<file path="src/rtl/multicycle_controller.sv">
// multicycle_controller: RV32I sequencer FETCH/DECODE/EXEC/MEM/WB, 3-5 cycles per instruction plus memory wait cycles.
// Stalls on imem_ready/dmem_ready, TIMEOUT_CYC watchdog raises bus_err; define MC_MULDIV_EN to add MDWAIT sequencing for M-extension ops.
module multicycle_controller #(
  parameter int ALU_CODE_W  = 5,
  parameter int TIMEOUT_CYC = 15
) (
  input  logic                  clk,
  input  logic                  rst_n,
  input  logic [6:0]            opcode,
  input  logic [2:0]            funct3,
  input  logic [6:0]            funct7,
  input  logic                  branch_taken,
  input  logic                  imem_ready,
  input  logic                  dmem_ready,
  input  logic                  md_done,
  output logic                  imem_req,
  output logic                  ir_we,
  output logic                  pc_we,
  output logic                  PCsel,
  output logic [2:0]            o_mem_read,
  output logic [1:0]            o_mem_write,
  output logic [1:0]            o_Wb_sel,
  output logic                  ALU_a_source,
  output logic                  ALU_b_source,
  output logic [2:0]            imm_type,
  output logic [ALU_CODE_W-1:0] alu_code,
  output logic                  regfile_write_enable,
  output logic                  md_start,
  output logic                  retire,
  output logic                  illegal_instr,
  output logic                  bus_err,
  output logic [2:0]            state
);

  localparam logic [2:0] S_FETCH  = 3'd0;
  localparam logic [2:0] S_DECODE = 3'd1;
  localparam logic [2:0] S_EXEC   = 3'd2;
  localparam logic [2:0] S_MEM    = 3'd3;
  localparam logic [2:0] S_WB     = 3'd4;
  localparam logic [2:0] S_MDWAIT = 3'd5;

  localparam logic [6:0] OPC_LOAD   = 7'b0000011;
  localparam logic [6:0] OPC_STORE  = 7'b0100011;
  localparam logic [6:0] OPC_BRANCH = 7'b1100011;
  localparam logic [6:0] OPC_JAL    = 7'b1101111;
  localparam logic [6:0] OPC_JALR   = 7'b1100111;
  localparam logic [6:0] OPC_OP     = 7'b0110011;
  localparam logic [6:0] OPC_OP_IMM = 7'b0010011;
  localparam logic [6:0] OPC_LUI    = 7'b0110111;
  localparam logic [6:0] OPC_AUIPC  = 7'b0010111;

  localparam logic [ALU_CODE_W-1:0] ALU_ADD  = ALU_CODE_W'(0);
  localparam logic [ALU_CODE_W-1:0] ALU_SUB  = ALU_CODE_W'(1);
  localparam logic [ALU_CODE_W-1:0] ALU_SLL  = ALU_CODE_W'(2);
  localparam logic [ALU_CODE_W-1:0] ALU_SLT  = ALU_CODE_W'(3);
  localparam logic [ALU_CODE_W-1:0] ALU_SLTU = ALU_CODE_W'(4);
  localparam logic [ALU_CODE_W-1:0] ALU_XOR  = ALU_CODE_W'(5);
  localparam logic [ALU_CODE_W-1:0] ALU_SRL  = ALU_CODE_W'(6);
  localparam logic [ALU_CODE_W-1:0] ALU_SRA  = ALU_CODE_W'(7);
  localparam logic [ALU_CODE_W-1:0] ALU_OR   = ALU_CODE_W'(8);
  localparam logic [ALU_CODE_W-1:0] ALU_AND  = ALU_CODE_W'(9);
  localparam logic [ALU_CODE_W-1:0] ALU_LUI  = ALU_CODE_W'(10);

  localparam logic [2:0] IMM_NONE = 3'd0;
  localparam logic [2:0] IMM_I    = 3'd1;
  localparam logic [2:0] IMM_S    = 3'd2;
  localparam logic [2:0] IMM_B    = 3'd3;
  localparam logic [2:0] IMM_U    = 3'd4;
  localparam logic [2:0] IMM_J    = 3'd5;

  localparam logic [2:0] MEM_READ_NONE   = 3'd0;
  localparam logic [2:0] MEM_READ_BYTE   = 3'd1;
  localparam logic [2:0] MEM_READ_HALF   = 3'd2;
  localparam logic [2:0] MEM_READ_WORD   = 3'd3;
  localparam logic [2:0] MEM_READ_BYTE_U = 3'd4;
  localparam logic [2:0] MEM_READ_HALF_U = 3'd5;

  localparam logic [1:0] MEM_WRITE_NONE = 2'd0;
  localparam logic [1:0] MEM_WRITE_BYTE = 2'd1;
  localparam logic [1:0] MEM_WRITE_HALF = 2'd2;
  localparam logic [1:0] MEM_WRITE_WORD = 2'd3;

  function automatic logic [ALU_CODE_W-1:0] alu_from_funct(input logic [2:0] f3, input logic alt);
    case (f3)
      3'b000:  alu_from_funct = alt ? ALU_SUB : ALU_ADD;
      3'b001:  alu_from_funct = ALU_SLL;
      3'b010:  alu_from_funct = ALU_SLT;
      3'b011:  alu_from_funct = ALU_SLTU;
      3'b100:  alu_from_funct = ALU_XOR;
      3'b101:  alu_from_funct = alt ? ALU_SRA : ALU_SRL;
      3'b110:  alu_from_funct = ALU_OR;
      default: alu_from_funct = ALU_AND;
    endcase
  endfunction

  logic [2:0]            next_state;
  logic [7:0]            wd_cnt;
  logic                  waiting, timeout;
  logic                  d_legal, d_load, d_store, d_branch, d_jump, d_md;
  logic                  d_asrc, d_bsrc;
  logic [ALU_CODE_W-1:0] d_alu;
  logic [2:0]            d_imm, d_rd;
  logic [1:0]            d_wr;

  always_comb begin
    d_legal  = 1'b0;
    d_load   = 1'b0;
    d_store  = 1'b0;
    d_branch = 1'b0;
    d_jump   = 1'b0;
    d_md     = 1'b0;
    d_alu    = ALU_ADD;
    d_imm    = IMM_NONE;
    d_asrc   = 1'b0;
    d_bsrc   = 1'b0;
    d_rd     = MEM_READ_NONE;
    d_wr     = MEM_WRITE_NONE;
    case (opcode)
      OPC_OP: begin
        d_legal = 1'b1;
        d_alu   = alu_from_funct(funct3, funct7[5]);
        if (funct7 == 7'b0000001) begin
          d_alu = ALU_ADD;
`ifdef MC_MULDIV_EN
          d_md  = 1'b1;
`endif
        end
      end
      OPC_OP_IMM: begin
        // funct7 bits belong to the immediate except on SRAI
        d_legal = 1'b1;
        d_imm   = IMM_I;
        d_bsrc  = 1'b1;
        d_alu   = alu_from_funct(funct3, (funct3 == 3'b101) && funct7[5]);
      end
      OPC_LOAD: begin
        d_legal = 1'b1;
        d_load  = 1'b1;
        d_imm   = IMM_I;
        d_bsrc  = 1'b1;
        case (funct3)
          3'b000:  d_rd = MEM_READ_BYTE;
          3'b001:  d_rd = MEM_READ_HALF;
          3'b100:  d_rd = MEM_READ_BYTE_U;
          3'b101:  d_rd = MEM_READ_HALF_U;
          default: d_rd = MEM_READ_WORD;
        endcase
      end
      OPC_STORE: begin
        d_legal = 1'b1;
        d_store = 1'b1;
        d_imm   = IMM_S;
        d_bsrc  = 1'b1;
        case (funct3[1:0])
          2'b00:   d_wr = MEM_WRITE_BYTE;
          2'b01:   d_wr = MEM_WRITE_HALF;
          default: d_wr = MEM_WRITE_WORD;
        endcase
      end
      OPC_BRANCH: begin
        d_legal  = 1'b1;
        d_branch = 1'b1;
        d_imm    = IMM_B;
        d_asrc   = 1'b1;
        d_bsrc   = 1'b1;
      end
      OPC_JAL: begin
        d_legal = 1'b1;
        d_jump  = 1'b1;
        d_imm   = IMM_J;
        d_asrc  = 1'b1;
        d_bsrc  = 1'b1;
      end
      OPC_JALR: begin
        d_legal = 1'b1;
        d_jump  = 1'b1;
        d_imm   = IMM_I;
        d_bsrc  = 1'b1;
      end
      OPC_LUI: begin
        d_legal = 1'b1;
        d_imm   = IMM_U;
        d_bsrc  = 1'b1;
        d_alu   = ALU_LUI;
      end
      OPC_AUIPC: begin
        d_legal = 1'b1;
        d_imm   = IMM_U;
        d_asrc  = 1'b1;
        d_bsrc  = 1'b1;
      end
      default: d_legal = 1'b0;
    endcase
  end

  // IR contents are stale during FETCH, so datapath selects stay quiet there
  assign alu_code     = (state != S_FETCH) ? d_alu  : '0;
  assign imm_type     = (state != S_FETCH) ? d_imm  : IMM_NONE;
  assign ALU_a_source = (state != S_FETCH) && d_asrc;
  assign ALU_b_source = (state != S_FETCH) && d_bsrc;

  assign waiting = ((state == S_FETCH) && !imem_ready) || ((state == S_MEM) && !dmem_ready);
  assign timeout = waiting && (wd_cnt == 8'(TIMEOUT_CYC - 1));

  always_comb begin
    next_state           = state;
    imem_req             = 1'b0;
    ir_we                = 1'b0;
    pc_we                = 1'b0;
    PCsel                = 1'b0;
    o_mem_read           = MEM_READ_NONE;
    o_mem_write          = MEM_WRITE_NONE;
    o_Wb_sel             = 2'b00;
    regfile_write_enable = 1'b0;
    md_start             = 1'b0;
    retire               = 1'b0;
    illegal_instr        = 1'b0;
    bus_err              = 1'b0;
    case (state)
      S_FETCH: begin
        imem_req = !timeout;
        if (imem_ready) begin
          ir_we      = 1'b1;
          next_state = S_DECODE;
        end else if (timeout) begin
          bus_err = 1'b1;
        end
      end
      S_DECODE: begin
        if (!d_legal) begin
          illegal_instr = 1'b1;
          pc_we         = 1'b1;
          retire        = 1'b1;
          next_state    = S_FETCH;
        end else begin
          next_state = S_EXEC;
        end
      end
      S_EXEC: begin
        if (d_branch) begin
          pc_we      = 1'b1;
          PCsel      = branch_taken;
          retire     = 1'b1;
          next_state = S_FETCH;
        end else if (d_jump) begin
          regfile_write_enable = 1'b1;
          o_Wb_sel             = 2'b10;
          pc_we                = 1'b1;
          PCsel                = 1'b1;
          retire               = 1'b1;
          next_state           = S_FETCH;
        end else if (d_load || d_store) begin
          next_state = S_MEM;
        end else if (d_md) begin
          md_start   = 1'b1;
          next_state = S_MDWAIT;
        end else begin
          next_state = S_WB;
        end
      end
      S_MEM: begin
        o_mem_read  = timeout ? MEM_READ_NONE  : d_rd;
        o_mem_write = timeout ? MEM_WRITE_NONE : d_wr;
        if (dmem_ready) begin
          if (d_load) begin
            next_state = S_WB;
          end else begin
            pc_we      = 1'b1;
            retire     = 1'b1;
            next_state = S_FETCH;
          end
        end else if (timeout) begin
          bus_err    = 1'b1;
          next_state = S_FETCH;
        end
      end
      S_WB: begin
        regfile_write_enable = 1'b1;
        pc_we                = 1'b1;
        retire               = 1'b1;
        o_Wb_sel             = d_load ? 2'b01 : (d_md ? 2'b11 : 2'b00);
        next_state           = S_FETCH;
      end
      S_MDWAIT: begin
`ifdef MC_MULDIV_EN
        if (md_done) next_state = S_WB;
`else
        next_state = S_FETCH;
`endif
      end
      default: next_state = S_FETCH;
    endcase
  end

`ifndef MC_MULDIV_EN
  logic unused_md_done;
  assign unused_md_done = md_done;
`endif

  always_ff @(posedge clk or negedge rst_n) begin
    if (!rst_n) begin
      state  <= S_FETCH;
      wd_cnt <= 8'd0;
    end else begin
      state <= next_state;
      // Every state change (or a timeout retry in FETCH) restarts the wait count
      if ((next_state != state) || timeout) begin
        wd_cnt <= 8'd0;
      end else if (waiting) begin
        wd_cnt <= wd_cnt + 8'd1;
      end
    end
  end

endmodule

</file>
<file path="config.mk">
export PLATFORM = sky130hd
export DESIGN_NAME = multicycle_controller
export DESIGN_NICKNAME = d
export VERILOG_FILES = /design/src/rtl/multicycle_controller.sv
export SDC_FILE = /design/constraint.sdc
export NUM_CORES = 1
export LEC_CHECK = 0
export BUFFER_PORTS_ARGS = -buffer_cell sky130_fd_sc_hd__buf_2
export CORE_MARGIN = 1
export CORE_UTILIZATION = 25
export DETAILED_ROUTE_END_ITERATION = 10
export PLACE_DENSITY = 0.52
export SLEW_MARGIN = 20
export SYNTH_ARGS = -nofsm -noshare
export SYNTH_HDL_FRONTEND = slang
export SYNTH_SLANG_ARGS = --single-unit
</file>
<file path="constraint.sdc">
create_clock -name clk -period 2.1 [get_ports clk]
set_input_delay 0.42 -clock clk [delete_from_list [all_inputs] [get_ports clk]]
set_output_delay 0.42 -clock clk [all_outputs]
set_load 0.05 [all_outputs]
</file>
Yosys cells after proc, flatten, opt, wreduce, memory -nomap -nowiden
Cells that the tools add are included.

Add/sub/neg operators: 1. Eq/ne operators: 23. Muxes and demuxes: 59. Reductions and logical operators: 23.

Operator list (count): 4-bit case mux with 7 select lines (2); 3-bit two-way mux (11); 1-bit two-way mux (27); 3-bit case mux with 4 select lines (2); 7-bit by 6-bit equality test with 1-bit output (second input constant) (3); 7-bit equality test (second input constant) (3); 8-bit two-way mux (2); 3-bit case mux with 5 select lines (1); 5-bit case mux with 3 select lines (1); 7-bit by 5-bit equality test with 1-bit output (second input constant) (2); 3-bit by 2-bit equality test with 1-bit output (second input constant) (4); 3-bit equality test (second input constant) (4); 2-bit two-way mux (6); 5-bit two-way mux (2); 9-bit OR reduction (1); 8-bit by 1-bit adder with 8-bit output (second input constant) (1); 8-bit by 4-bit equality test with 1-bit output (second input constant) (1); 2-bit case mux with 2 select lines (2); 8-bit OR reduction (1); 7-bit by 1-bit equality test with 1-bit output (second input constant) (1); 7-bit by 2-bit equality test with 1-bit output (second input constant) (1); 3-bit by 1-bit equality test with 1-bit output (second input constant) (2); 1-bit logical AND (6); 3-bit zero test (2); other kinds (11) (18).

Bits in registers: 11. Input port bits: 23. Output and inout bits: 29.

Logic depth before layout (Yosys ltp)
Depth in word-level cells: 10. Depth in mapped cells: 7. Depth with buffers taken out: 6.

Worst setup path after synthesis
No wires, ideal clock.

Path type: input-to-output. From: in opcode[4]. To: out ALU_a_source. Data arrival time: 3.458 ns. Required time: 1.680 ns. Setup slack: -1.778 ns. Cell stages on the path: 5. Path buffers: 2. Cells stage by stage: buf_2 > and3b_1 > buf_2 > a221oi_1 > a2111oi_0.

Cells in the longest elaborated chain, start to end: 4.

Ends and longest elaborated chain: start, declared (RTL line 9) `input logic [6:0] opcode,`; 7-bit by 5-bit equality test with 1-bit output / 7-bit equality test (equally long branches) (RTL line 118) `case (opcode)`; 3-bit OR reduction (no source line) *; 1-bit two-way mux * (RTL line 118); 1-bit logical AND * (RTL line 199) `assign ALU_a_source = (state != S_FETCH) && d_asrc;`; end, declared (RTL line 23) `output logic ALU_a_source,`.

Every way passes the cells marked *; elsewhere a longest branch is shown, timed or not.

Worst setup path in the final report
From: reg state[0]. To: out retire.

Cells in the longest elaborated chain, start to end: 2.

Ends and longest elaborated chain: start, declared (RTL line 32) `output logic [2:0] state`; start signal, assigned (RTL line 305) `state <= next_state;`; 3-bit equality test (tied with other cells) (RTL line 219) `case (state)`; 1-bit case mux with 4 select lines * (RTL line 219); end, declared (RTL line 29) `output logic retire,`.

Marked as above.

==> metrics.md <==
| Metric | Value |
|---|---|
| Crit path DAT | `around 1.8 ns` |
| Placer Congestion | `0.777` |
| RSZ-0062 raised after global routing | `true` |
| Buffers added on ports | `48` |
| Pin count of the biggest net entering global routing | `12` |
| Cell row count | `24` |
| Fin nets | `roughly 270` |
| Final Util | `a little over half` |
| Inserted Clock Buffers | `3` |
| Final setup viols | `16` |
| Max cap viols | `0` |
| Register area | `279 µm²` |
| Post-synth cell types | `49` |
| Non-filler cells, final | `between 200 and 300` |
| Worst-margin pin slew | `0.594 ns` |
| Die Width | `slightly below 70 µm` |
| Status | `finished with violations` |
| Cell area after synthesis | `0.00112 mm²` |
| R2R Path Start | `wd_cnt[0]` |
| Drt drc | `0` |
| Cts hold-fix bufs | `0` |
| Min-delay worst type | `input pin to asynchronous set/reset pin` |
| Share of layout cells above drive strength 1 | `approximately 60%` |
| FILL cells | `410` |
| H-tree levels | `1` |
| LEAKAGE | `1.03 nW` |
| Yosys reg bits | `11` |
| CORE AREA | `0.00432 mm²` |
| Combinational family with the most area after synthesis | `simple AND/OR/NAND/NOR gates` |
| Ys flop type | `dfrtp_1` |
| Synth-to-Final Area Change | `107%` |
| Starting Density | `roughly a quarter` |
| Root Driver | `clkbuf_8` |
| Power, Total | `0.000837 W` |
| Final cycle utilization of the critical path | `106%` |
| Dpl ws | `-0.164 ns` |
| Post-route ant nets | `0` |
| Reg2reg end | `wd_cnt[7]` |
| Path depth of the worst reg2reg path | `8` |
| Post-DP HPWL | `2960 µm` |
| Syn Inst Count | `147` |
| Met1 usage | `20.6%` |
| NetSw | `0.000300 W` |
| Drt pass-1 iters | `4` |
| 1st-iter DRT viols | `13` |
| Worst-path clk slew | `0.05 ns` |
| VDD IR max | `228 µV` |
| Hold Fails Final Rpt | `0` |
| Worst setup margin | `-0.129 ns` |
| Worst setup SP type | `flip-flop` |
| Sw Ratio | `35.9%` |
| GRT overflow | `0` |
| Fmax | `around 450 MHz` |
| Max clock buf depth | `2` |
| GRT Max-Usage Layer | `met2` |
| Diode count | `0` |
| CTS tree | `yes` |
| Failing checks | `negative setup slack` |
| Post-synthesis mux area share | `less than 1%` |
| CP max FO | `7` |
| Post-synthesis sequential area ratio | `24.5%` |
| Number of global-route vias before repair | `1422` |
| # placed instances | `280` |
| DR WL/cell | `14.3 µm` |
| Ys Warns | `0` |
| Share of flip-flops with an asynchronous set or reset | `100%` |
| FF-to-FF setup slack | `0.44 ns` |
| Compound-Gate Fraction of Synth Area | `19.5%` |
| DR vias/cell | `roughly 4.9` |
| Final Slew Violations | `0` |
| Total track usage | `16.9%` |
| CP Data Required Time | `between 1.5 and 2 ns` |
| Avg Cell Area, Syn | `7.65 µm²` |
| Clock Power Share | `about 25%` |
| Logic pwr share | `between 40% and 50%` |
| Pint | `0.000536 W` |
| I/O pin cnt | `52` |
| Synth Area in XOR/XNOR | `around 4%` |
| Die Span Y | `69.1 µm` |
| Setup Crit Path Kind | `flip-flop to output pin` |
| Skew final | `0.00484 ns` |
| Adder-Cell Fraction of Synth Area | `2.22%` |
| Min cycle time layout | `2.23 ns` |
| WL final | `approximately 4200 µm` |
| Area occupied by multi-input gates | `about 0.0010 mm²` |
| Initial antenna violation count | `0` |
| Power Density | `360 mW/mm²` |
| Met3 Track Usage GR | `3.22%` |
| Post-synth EDFFs | `0` |
| First-pass GRT wire length | `around 6600 µm` |
| Met2 Track Usage GR | `just over 30%` |
| Slew headroom | `between 60% and 70%` |
| Clk_lat worst skew | `about 0.24 ns` |
| CP endpoint kind | `output pin` |
| Part of the power in registers | `27.4%` |
| Area fraction in and, or, nand and nor cells after synthesis | `about two fifths` |
| Clk sinks | `11` |
| Die ar. | `between 0.004 and 0.005 mm²` |
| Vias | `approximately 1500` |
[timing repair]
item / CTS / global route
gates resized for setup: 64 / 23
setup buffers: 4 / 8
pin swaps: 13 / 12
endpoints found under the setup margin: 23 / 24
endpoints found under the hold margin: 0 / 0
[cells in the final DEF, fill, tap and decap left out, types with 4 or more instances in the layout]
| master | n |
|---|---|
| o21ai_0 | 5 |
| dfrtp_1 | 8 |
| buf_8 | 7 |
| nor2_4 | 6 |
| nand2_1 | 13 |
| nand3_1 | 4 |
| a21oi_1 | 5 |
| buf_2 | 19 |
| nor2_1 | 14 |
| nand2b_1 | 5 |
| buf_4 | 50 |
| inv_1 | 5 |
| buf_6 | 25 |
[layout make-up]
cell class	count	area share (%)
multi-input cells	121	44.8
repair buffers	102	37.7
well taps	52	2.80
flip-flops and latches	11	12.0
clock buffers	4	1.94
inverters	5	0.807
[power by group through the flow]
stage | registers, W | logic [W] | clock network, W
6_report | 0.000229 | 0.000396 | 0.000212
2_1_floorplan | 0.000242 | 0.000182 | 0
3_3_place_gp | 0.000231 | 0.000313 | 0
5_1_grt | 0.000230 | 0.000420 | 0.000232
3_5_place_dp | 0.000231 | 0.000313 | 0
4_1_cts | 0.000229 | 0.000363 | 0.000217
[logic make-up (layout without fill, tap and decap cells)]
group | count (synthesis) | count (layout)
fa+ha+maj | 2 | 2
compound gates | 32 | 32
simple gates | 79 | 79
other cells | 1 | 2
flops | 11 | 11
buf+inv | 16 | 111
xor+xnor | 5 | 5
mux | 1 | 1
[synth_stat cells, drive strengths merged, types with 2 or more instances]
library cell | number | area, µm²
inv | 5 | 18.8
o211ai | 3 | 22.5
o21ai | 8 | 40.0
and3b | 2 | 17.5
nand3 | 4 | 20.0
and3 | 2 | 12.5
ha | 2 | 25.0
nand4 | 3 | 18.8
xor2 | 3 | 26.3
nor2b | 5 | 31.3
nor2 | 20 | 75.1
a21oi | 6 | 30.0
clkbuf | 3 | 11.3
o2111ai | 2 | 17.5
nand2b | 6 | 37.5
nand2 | 14 | 52.6
a211oi | 3 | 27.5
dfrtp | 11 | 275
nor3 | 4 | 20.0
nor4 | 6 | 43.8
xnor2 | 2 | 17.5
nor3b | 2 | 20.0
nor4b | 3 | 32.5
a221oi | 2 | 17.5
buf | 8 | 53.8
o21a | 2 | 15.0
[through the flow]
| step | hold WS (ns) | instance area [µm²] | TNS, ns |
|---|---|---|---|
| final | 0.0437 | 2330 | -1.12 |
| after global routing | 0.0639 | 2330 | -2.46 |
| after CTS | 0.0478 | 2190 | -1.19 |
| after detailed placement | 0.302 | 1880 | -1.86 |
| after global placement | 0.298 | 1880 | -1.86 |
| after floorplan | 0.124 | 1330 | -4.35 |
[worst max path at each step]
stage,start,to,slack [ns],cells past startpoint
floorplan,opcode[4],imm_type[2],-0.52,6
global placement,opcode[3],imm_type[2],-0.19,7
detailed placement,opcode[3],imm_type[2],-0.16,7
CTS,wd_cnt[0],o_mem_write[1],-0.13,8
global route,state[2],o_mem_read[1],-0.19,7
finish,state[0],retire,-0.13,5
[per-layer routing]
metal	up-vias	routed length [µm]
met5	-	0
met4	0	45
met3	5	181
met2	36	2210
met1	685	1770
li1	725	-
[critical path, cell delays in order (launching register included)]
cell and delay [ns]:
dfrtp_2 0.45, or3b_4 0.40, a31oi_1 0.17, o211a_2 0.22, a221o_2 0.17, buf_8 0.16
[registers in the layout (all words and copies together), names as in the netlist]
name    count
wd_cnt      8
state       3
Note: power is estimated with default switching activity, not from simulation.
